$ cat config.mk
export PLATFORM = sky130hd
export DESIGN_NAME = mc_decn_cnt
export DESIGN_NICKNAME = d
export VERILOG_FILES = /design/src/rtl/mc_decn_cnt_pkg.sv /design/src/rtl/mc_decn_cnt.sv
export SDC_FILE = /design/constraint.sdc
export NUM_CORES = 1
export LEC_CHECK = 0
export ABC_AREA = 1
export BUFFER_PORTS_ARGS = -buffer_cell sky130_fd_sc_hd__buf_4
export CAP_MARGIN = 25
export CORE_MARGIN = 2
export CORE_UTILIZATION = 25
export CTS_CLUSTER_DIAMETER = 150
export DETAILED_ROUTE_END_ITERATION = 8
export SETUP_SLACK_MARGIN = 0.15
export SYNTH_ARGS = -nofsm -noshare
export SYNTH_HDL_FRONTEND = slang
export SYNTH_SLANG_ARGS = --single-unit
$ cat constraint.sdc
create_clock -name clk -period 4.5 [get_ports clk]
set_input_delay 0.9 -clock clk [delete_from_list [all_inputs] [get_ports clk]]
set_output_delay 0.9 -clock clk [all_outputs]
set_load 0.005 [all_outputs]
$ cat src/rtl/mc_decn_cnt_pkg.sv
// Shared types for the split-borrow down-counter: the per-cycle operation
// selected from the load/decrement controls and the current zero state.
package mc_decn_cnt_pkg;

  localparam int unsigned DECN_DEF_WIDTH = 32;

  typedef enum logic [1:0] {
    OP_IDLE = 2'd0,  // no request; fold any pending borrow
    OP_LOAD = 2'd1,  // take ld_val, clear borrow
    OP_DEC  = 2'd2,  // count down by one (includes wrap from zero)
    OP_HOLD = 2'd3   // dec at zero while saturating
  } decn_op_e;

  // Load has priority over dec; a dec at zero becomes a wrap or a hold.
  function automatic decn_op_e decn_decode(input logic ld,
                                           input logic dec,
                                           input logic at_zero,
                                           input logic wrap);
    decn_op_e op;
    op = OP_IDLE;
    if (ld)
      op = OP_LOAD;
    else if (dec)
      op = (at_zero && !wrap) ? OP_HOLD : OP_DEC;
    return op;
  endfunction

endpackage

$ cat src/rtl/mc_decn_cnt.sv
// Loadable down-counter: low half decremented and registered, borrow folded
// into the high half on the output path so cnt is the true count every cycle.
module mc_decn_cnt
  import mc_decn_cnt_pkg::*;
#(
  parameter int unsigned DECN_WIDTH  = DECN_DEF_WIDTH,
  parameter int unsigned DECN_CENTER = DECN_WIDTH / 2,
  parameter bit          DECN_WRAP   = 1'b0
) (
  input  logic                  clk,
  input  logic                  rst,
  input  logic                  ld,
  input  logic [DECN_WIDTH-1:0] ld_val,
  input  logic                  dec,
  output logic [DECN_WIDTH-1:0] cnt,
  output logic                  zero,
  output logic                  tc
);

  localparam int unsigned HI_W = DECN_WIDTH - DECN_CENTER;

  logic [DECN_CENTER-1:0] lo_r;
  logic [HI_W-1:0]        hi_r;
  logic                   brw_r;
  logic                   zero_r;
  logic                   tc_r;

  logic [HI_W-1:0]        hi_fold;
  logic                   at_one;
  decn_op_e               op;

  assign hi_fold = hi_r - HI_W'(brw_r);
  assign cnt     = {hi_fold, lo_r};
  assign zero    = zero_r;
  assign tc      = tc_r;

  // A pending borrow implies lo_r is all-ones, so cnt==1 needs only the raw
  // registers; this keeps the high-half subtract off the flag path.
  assign at_one = (lo_r == DECN_CENTER'(1)) && (hi_r == '0) && !brw_r;

  assign op = decn_decode(ld, dec, zero_r, DECN_WRAP);

  // NOTE: sequential state uses non-blocking assignments only, and the
  // synchronous reset is the first branch so it overrides ld/dec.
  always_ff @(posedge clk) begin
    if (rst) begin
      lo_r   <= '0;
      hi_r   <= '0;
      brw_r  <= 1'b0;
      zero_r <= 1'b1;
      tc_r   <= 1'b0;
    end else begin
      unique case (op)
        OP_LOAD: begin
          lo_r   <= ld_val[DECN_CENTER-1:0];
          hi_r   <= ld_val[DECN_WIDTH-1:DECN_CENTER];
          brw_r  <= 1'b0;
          zero_r <= (ld_val == '0);
          tc_r   <= 1'b0;
        end
        OP_DEC: begin
          // From zero this yields lo=all-ones with a borrow on hi=0: all-ones.
          lo_r   <= lo_r - DECN_CENTER'(1);
          brw_r  <= (lo_r == '0);
          hi_r   <= hi_fold;
          zero_r <= at_one;
          tc_r   <= at_one;
        end
        OP_HOLD: begin
          tc_r <= 1'b0;
        end
        default: begin
          hi_r  <= hi_fold;
          brw_r <= 1'b0;
          tc_r  <= 1'b0;
        end
      endcase
    end
  end

endmodule

==> flow_summary.yaml, run 1 <==
floorplanning:
  ios: 70
  dieArea_um2: 11200
  core_area_um2: 10200
  fp-row-count: 37
  fp.dieH_um: 106
  die_x_um: 106
  initial_core_util_pct: 25.5
clock_network:
  hold_buffers: 0
  postCtsSetupBuffers: 0
  htreeDepth: 2
  insertion_delay_ns: 0.30
  ctsResizeCount: 0
  root_buffer: "clkbuf_8"
  numCtsBuffers: 5
  cts_sinks: 35
  cts_tree: "done"
  cts_buffer_depth: 2
  cts.clk_slew.worst_paths_ns: 0.07
power:
  clkPwrFrac_pct: 26.9
  ir_drop_mv: 0.124
  finalPower_w: 0.000987
  swShare_pct: 37.3
  p_switching_w: 0.000369
  p_leak_nw: 1.54
  powerDensity_nw_per_um2: 298
  p_comb_share_pct: 34.5
  pwr-share-seq_pct: 38.6
  internal_power_w: 0.000619
timing:
  setup-tns-final_ns: 0
  fin_crit_ns: 2.75
  skew_ns: 0.00287
  max_freq_mhz: 364
  fin_crit_sh_pct: 61.0
  worstMarginPinSlew_ns: 0.739
  slew_violations: 0
  maxSlewHeadroom_pct: 50.8
  hold_violations: 0
  setup_viol: 0
  rsz0062_at_grt: "no"
synthesis:
  ys_types: 29
  synth.mux.area_fraction_pct: 0
  yosysWarningCount: 0
  syn-cell-area_um2: 2590
  synth-adder-area-share_pct: 3.38
  syn_area_per_cell_um2: 6.14
  synth_cells: 422
  synth-xor-area-share_pct: 2.94
  synthTopCellsByArea: "dfxtp_1 (27%), nand2_1 (14%), a21oi_1 (8.5%)"
  synth_compound_area_share_pct: 20.4
  ys_ff_latch: 35
  synth_top_family_by_area: "simple AND/OR/NAND/NOR gates"
  synth_nets: 465
  synth_top_cell_by_area: "dfxtp_1"
  synth_simple_gate_area_share_pct: 36.8
  ys_seq_area_share_pct: 27.0
  synth_top_area_share_pct: 27.0
final_layout:
  fillCellCount: 1149
  drive_gt1_share_pct: 22.9
  fin_cells: 620
  antennaDiodeCount: 0
  syn_to_final_growth_pct: 27.9
  nNetsFinal: 526
detailed_routing:
  drt_iter0_drc: 159
  via_count: 2973
  drtPass1Iterations: 4
  drc_errors: 0
  wl_per_cell_um: 13.6
  drt_wl_total_um: 8420
  post_drt_via_cell_ratio: 4.80
  ant_nets: 0
global_route:
  grt_usage_pct: 15.3
  grt_max_degree: 23
  grt_pass1_wl_um: 13800
  antenna_found_initial: 0
  grt_pass1_vias: 2810
  grt_remaining_overflow: 0
setup_path:
  worstPathMaxFanout: 3
  end_kind: "primary output"
  startpoint_type: "flop"
  worstPathRequired_ns: 3.60
  crit_type: "reg -> out"
  worstPathArrival_ns: 1.85
run:
  drv_cap: 0
placed_design:
  dp_cells: 612
  dpl.hpwl_um: 6500
  gp_congestion: 0.856
  io_buffers: 69
status:
  status: "completed"
worst_hold_path:
  hold_path_class: "reg -> reg"
-- per-stage QoR --
step / instance area (um^2) / hold WS [ns] / setup WS, ns / util (%)
CTS: 3320 / 0.526 / 1.74 / 32.6
global route: 3320 / 0.546 / 1.53 / 32.6
global placement: 3220 / 0.506 / 1.77 / 31.6
detailed placement: 3220 / 0.511 / 1.68 / 31.6
floorplan: 2590 / 0.487 / 2.36 / -
finish: 3320 / 0.520 / 1.75 / 32.6
-- placed cells by master, fill, tap and decap left out, drive strengths merged --
master | Yosys | layout
o211ai | 2 | 2
nand3 | 28 | 28
a31oi | 5 | 5
nor2 | 65 | 65
dfxtp | 35 | 35
xor2 | 7 | 7
a21oi | 49 | 49
inv | 48 | 48
nand3b | 2 | 2
buf | 8 | 69
and2 | 1 | 1
or2 | 1 | 1
clkbuf | 7 | 8
ha | 7 | 7
nand4 | 8 | 8
o21ai | 43 | 43
nand2 | 106 | 106
-- logic make-up (layout without fill, tap and decap cells) --
| group | after synthesis | count (layout) |
|---|---|---|
| xor+xnor | 7 | 7 |
| simple gates | 211 | 211 |
| flops | 35 | 35 |
| compound gates | 99 | 99 |
| buf+inv | 63 | 125 |
| fa+ha+maj | 7 | 7 |
-- cell type report --
cell class / count / area [um^2] / area share [%]
Clock buffer: 8 / 100 / 3.02
Inverter: 48 / 180 / 5.43
Multi-Input combinational cell: 324 / 1650 / 49.7
Sequential cell: 35 / 701 / 21.1
Tap cell: 136 / 170 / 5.13
Timing Repair Buffer: 69 / 518 / 15.6
-- path summary, 6_finish.rpt --
path	from	cells past startpoint	end	slack, ns
setup / recovery	hi_r[0]$_SDFFE_PP0P_	9	cnt[26]	1.75
hold / removal	lo_r[15]$_SDFFE_PP0P_	2	lo_r[15]$_SDFFE_PP0P_	0.52
setup reg to reg	zero$_SDFFE_PP1P_	8	hi_r[5]$_SDFFE_PP0P_	2.35
hold reg to reg	lo_r[15]$_SDFFE_PP0P_	2	lo_r[15]$_SDFFE_PP0P_	0.52
-- critical path, cell delays in order (launching register included) --
cell     delay (ns)
dfxtp_1        0.30
inv_1          0.09
ha_1           0.25
ha_1           0.25
nand2_2        0.12
inv_2          0.07
nand2_2        0.07
o21ai_0        0.16
nand2_1        0.10
buf_4          0.15
-- power groups by stage --
stage | clock network (W) | registers [W] | logic, W
3_5_place_dp | 0 | 0.000388 | 0.000341
6_report | 0.000265 | 0.000381 | 0.000341
3_3_place_gp | 0 | 0.000387 | 0.000335
2_1_floorplan | 0 | 0.000378 | 0.000213
5_1_grt | 0.000281 | 0.000386 | 0.000386
4_1_cts | 0.000273 | 0.000381 | 0.000342
-- state kept, by name, indices dropped and copies added, names as in the netlist --
register	count
hi_r	16
lo_r	16
brw_r	1
tc	1
zero	1
-- layer usage --
layer	GRT usage, %	vias up	routed length, um
met2	26.7	113	4010
met5	0	-	0
li1	-	1496	-
met3	3.22	10	644
met1	19.2	1354	3680
met4	3.48	0	89
-- cell usage after synthesis, drive strengths merged --
cell / n
xor2: 7
nand4: 8
inv: 48
o21ai: 43
buf: 8
nand3b: 2
a21oi: 49
nand2: 106
or2: 1
and2: 1
ha: 7
nand3: 28
dfxtp: 35
o211ai: 2
clkbuf: 7
nor2: 65
a31oi: 5
No activity file was read; power rests on OpenSTA's default activity.
==> run 2, diff against run 1 <==
==> constraint.sdc (replaced) <==
create_clock -name clk -period 2.3 [get_ports clk]
set_input_delay 0.46 -clock clk [delete_from_list [all_inputs] [get_ports clk]]
set_output_delay 0.46 -clock clk [all_outputs]
set_load 0.005 [all_outputs]
==> flow_summary.yaml, run 2 (synthesized netlist as in run 1, its figures left out) <==
global_route:
  grt_pass1_vias: 2790
  grt_max_degree: 23
  busiest_layer: "met2"
  grt_util_met3_pct: 2.91
  grt_usage_pct: 15.7
  grt_remaining_overflow: 0
  grt_pass1_wl_um: 14000
  met1_usage_pct: 19.9
  grtUsageMet2_pct: 27.1
  antenna_found_initial: 0
clock_network:
  cts_buffer_depth: 2
  numCtsBuffers: 5
  cts.clk_slew.worst_paths_ns: 0.08
  htreeDepth: 2
  insertion_delay_ns: 0.30
  cts_tree: "done"
  root_buffer: "clkbuf_8"
  postCtsSetupBuffers: 0
  cts_sinks: 35
timing:
  worst_hold_slack_ns: 0.451
  hold_violations: 0
  rsz0062_at_grt: "no"
  skew_ns: 0.00856
  max_freq_mhz: 486
  setup-tns-final_ns: 0
  maxSlewHeadroom_pct: 52.4
  fin_crit_ns: 2.06
  fin_crit_sh_pct: 89.4
  setup_viol: 0
  worstMarginPinSlew_ns: 0.713
  slew_violations: 0
placed_design:
  dpl.hpwl_um: 6730
  io_buffers: 69
  gp_congestion: 0.880
setup_path:
  crit_type: "reg -> out"
  end_kind: "primary output"
  rrSetupSlack_ns: 0.60
  rr_startpoint: "zero$_SDFFE_PP1P_"
  worstPathArrival_ns: 1.60
  startpoint_type: "flop"
  worstPathMaxFanout: 3
  reg2reg_depth: 6
  rr_endpoint: "lo_r[11]$_SDFFE_PP0P_"
  endpoint: "cnt[26]"
  worstPathRequired_ns: 1.84
  crit_start: "hi_r[0]$_SDFFE_PP0P_"
final_layout:
  fillCellCount: 1141
  nNetsFinal: 532
  drive_gt1_share_pct: 24.5
  top_regs: "hi_r x16, lo_r x16"
  multi_input_area_um2: 1670
  antennaDiodeCount: 0
  ff_latch_area_um2: 702
  final_cell_mix: "nand2_1 (100), buf_4 (75), nor2_1 (51)"
  syn_to_final_growth_pct: 29.9
  layout.cells.most_common: "nand2_1"
floorplanning:
  dieArea_um2: 11200
  initial_core_util_pct: 25.5
  die_x_um: 106
  core_area_um2: 10200
  fp.dieH_um: 106
  ios: 70
  fp-row-count: 37
power:
  p_leak_nw: 1.56
  powerDensity_nw_per_um2: 563
  ir_drop_mv: 0.218
detailed_routing:
  ant_nets: 0
  drtPass1Iterations: 5
  drt_iter0_drc: 174
  wl_per_cell_um: 14.0
  via_count: 3037
  drt_wl_total_um: 8760
  post_drt_via_cell_ratio: 4.85
  drc_errors: 0
run:
  drv_cap: 0
worst_hold_path:
  hold_path_class: "in -> reg"
status:
  status: "completed"
[run 2: worst max-delay path: stages (launching register included)]
cell and delay, ns:
dfxtp_1 0.31, inv_2 0.08, ha_4 0.17, ha_4 0.15
nand2_2 0.09, inv_2 0.06, nand2_2 0.07, o21ai_1 0.13
nand2_1 0.09, buf_4 0.14
[run 2: routing by layer]
| layer | vias up | share of wire (%) |
|---|---|---|
| met4 | 0 | 1.0 |
| met3 | 11 | 6.6 |
| met1 | 1397 | 44 |
| met2 | 117 | 49 |
| met5 | - | 0 |
| li1 | 1512 | - |
[run 2: repair_timing]
item                                    4_1_cts  5_1_grt
gates resized for setup                       6        1
endpoints found under the setup margin        4        4
pin swaps                                     0        1
gates cloned                                  0        0
hold buffers                                  0        0
[run 2: report_power, final]
part / total [W] / switching, W / internal (W) / leakage [nW]
Sequential: 0.000746 / 0.0000810 / 0.000665 / 0.290
Clock: 0.000461 / 0.000247 / 0.000213 / 0.0422
Combinational: 0.000690 / 0.000406 / 0.000284 / 1.23
Total: 0.00190 / 0.000734 / 0.00116 / 1.56
[run 2: through the flow]
stage          total power (W)  utilization, %  cells  worst slack, ns  cell area, um^2
3_5_place_dp           0.00144            32.0    618            0.320             3260
4_1_cts                0.00190            33.0    626            0.175             3360
2_1_floorplan          0.00116               -    422            0.596             2590
3_3_place_gp           0.00143            32.0    618            0.376             3260
5_1_grt                0.00203            33.1    626            0.162             3370
6_report               0.00190            33.1    626            0.243             3370
[run 2: worst min path at each step]
stage / startpoint / to / slack, ns / cells past startpoint
global route: ld_val[18] / hi_r[2]$_SDFFE_PP0P_ / 0.47 / 3
CTS: ld_val[1] / lo_r[1]$_SDFFE_PP0P_ / 0.45 / 3
floorplan: lo_r[15]$_SDFFE_PP0P_ / lo_r[15]$_SDFFE_PP0P_ / 0.49 / 2
finish: ld_val[1] / lo_r[1]$_SDFFE_PP0P_ / 0.45 / 3
detailed placement: lo_r[15]$_SDFFE_PP0P_ / lo_r[15]$_SDFFE_PP0P_ / 0.50 / 2
global placement: lo_r[15]$_SDFFE_PP0P_ / lo_r[15]$_SDFFE_PP0P_ / 0.51 / 2
[run 2: cell type report]
| class | instances | area share (%) |
|---|---|---|
| clock buffer | 7 | 2.27 |
| clock inverter | 1 | 0.149 |
| inverter | 48 | 5.35 |
| multi-input combinational | 324 | 49.6 |
| sequential | 35 | 20.8 |
| tap | 136 | 5.05 |
| timing repair buffer | 75 | 16.7 |
==> run 3, diff against run 2 <==
--- a/config.mk
+++ b/config.mk
@@ -10,6 +10,7 @@
 export CAP_MARGIN = 25
 export CORE_MARGIN = 2
 export CORE_UTILIZATION = 25
+export CTS_BUF_LIST = sky130_fd_sc_hd__clkbuf_4
 export CTS_CLUSTER_DIAMETER = 150
 export DETAILED_ROUTE_END_ITERATION = 8
 export SETUP_SLACK_MARGIN = 0.15
==> flow_summary.yaml, run 3 (synthesized netlist as in run 1, its figures left out) <==
run:
  drv_cap: 0
global_route:
  grt_usage_pct: 15.6
  antenna_found_initial: 0
  grt_pass1_wl_um: 14100
  grt_remaining_overflow: 0
  grt_max_degree: 23
  grt_pass1_vias: 2809
clock_network:
  htreeDepth: 2
  cts_sinks: 35
  insertion_delay_ns: 0.35
  cts_buffer_depth: 2
  root_buffer: "clkbuf_4"
  numCtsBuffers: 5
  cts.clk_slew.worst_paths_ns: 0.13
  cts_tree: "done"
floorplanning:
  dieArea_um2: 11200
  ios: 70
  fp-row-count: 37
  initial_core_util_pct: 25.5
  core_area_um2: 10200
  fp.dieH_um: 106
  die_x_um: 106
timing:
  worstMarginPinSlew_ns: 0.725
  skew_ns: 0.0106
  worst_hold_slack_ns: 0.388
  setup-tns-final_ns: 0
  maxSlewHeadroom_pct: 51.6
  fin_crit_ns: 2.11
  rsz0062_at_grt: "yes"
  fin_crit_sh_pct: 91.7
  hold_violations: 0
  setup_viol: 0
  max_freq_mhz: 474
  slew_violations: 0
setup_path:
  rrSetupSlack_ns: 0.60
  worstPathArrival_ns: 1.65
  end_kind: "primary output"
  path_cells: "inv_2 -> ha_4 -> ha_4 -> nand2_4 -> inv_2 -> nand2_4 -> nor2_4 -> nand2_1 -> nand2_2 -> buf_4"
  worstPathMaxFanout: 3
  crit_buf_inv: 3
  startpoint_type: "flop"
  crit_path_top_delay_cell: "dfxtp_2"
  path_delay_family: "simple AND/OR/NAND/NOR gates"
  worstPathRequired_ns: 1.84
  crit_path_max_incr_delay_ns: 0.34
  crit_type: "reg -> out"
detailed_routing:
  drt_wl_total_um: 8850
  ant_nets: 0
  drc_errors: 0
  drtPass1Iterations: 5
  via_count: 3033
  post_drt_via_cell_ratio: 4.81
  wl_per_cell_um: 14.1
  drt_iter0_drc: 187
power:
  ir_drop_mv: 0.175
  p_leak_nw: 1.60
  powerDensity_nw_per_um2: 538
status:
  status: "completed"
final_layout:
  syn_to_final_growth_pct: 31.3
  ff_latch_area_um2: 703
  layout.cells.most_common: "nand2_1"
  final_cell_mix: "nand2_1 (99), buf_4 (79), nor2_1 (50)"
  finish.utilization_pct: 33.4
  top_regs: "hi_r x16, lo_r x16"
  multi_input_area_um2: 1700
  drive_gt1_share_pct: 26.3
  fillCellCount: 1134
  nNetsFinal: 536
  antennaDiodeCount: 0
placed_design:
  io_buffers: 69
  gp_congestion: 0.880
  dpl.hpwl_um: 6730
worst_hold_path:
  hold_path_class: "in -> reg"
## run 3: cell type report
class / count / share of cell area, %
well taps: 136 / 5.00
multi-input cells: 324 / 49.9
inverters: 48 / 5.29
clock inverters: 1 / 0.147
flip-flops and latches: 35 / 20.7
repair buffers: 79 / 17.4
clock buffers: 7 / 1.54
## run 3: worst register-to-register path, cell delays in order (launching register included)
cell and delay, ns:
dfxtp_1 0.42, a21oi_1 0.12, ha_1 0.32, inv_1 0.32
buf_4 0.22, o21ai_0 0.07, a21oi_1 0.17
## run 3: repair_timing
item | in CTS | in global routing
buffers inserted | 0 | 4
endpoints found under the setup margin | 7 | 6
gates resized for setup | 7 | 8
pin swaps | 0 | 5
hold buffers | 0 | 0
## run 3: through the flow
| stage | cells | worst slack (ns) | total power (W) | area [um^2] |
|---|---|---|---|---|
| finish | 630 | 0.192 | 0.00183 | 3400 |
| global route | 630 | 0.112 | 0.00197 | 3400 |
| CTS | 626 | 0.161 | 0.00182 | 3340 |
| detailed placement | 618 | 0.320 | 0.00144 | 3260 |
| global placement | 618 | 0.376 | 0.00143 | 3260 |
| floorplan | 422 | 0.596 | 0.00116 | 2590 |
## run 3: worst paths after layout
| path | start | end | depth (start not counted) |
|---|---|---|---|
| setup / recovery | hi_r[0]$_SDFFE_PP0P_ | cnt[28] | 10 |
| hold / removal | ld_val[1] | lo_r[1]$_SDFFE_PP0P_ | 3 |
| setup reg to reg | zero$_SDFFE_PP1P_ | lo_r[11]$_SDFFE_PP0P_ | 6 |
| hold reg to reg | lo_r[15]$_SDFFE_PP0P_ | lo_r[15]$_SDFFE_PP0P_ | 2 |
## run 3: layer usage
| layer | track usage, % | vias to the layer above | share of wire, % |
|---|---|---|---|
| met1 | 20.0 | 1393 | 44 |
| met3 | 2.97 | 9 | 7.1 |
| li1 | - | 1520 | - |
| met2 | 27.0 | 111 | 49 |
| met4 | 3.48 | 0 | 0.71 |
| met5 | 0 | - | 0 |
## run 3: report_power, final
group | switching, W | leakage (nW) | internal (W) | total [W]
Clock | 0.000235 | 0.0361 | 0.000143 | 0.000378
Sequential | 0.0000826 | 0.291 | 0.000666 | 0.000748
Combinational | 0.000413 | 1.27 | 0.000292 | 0.000705
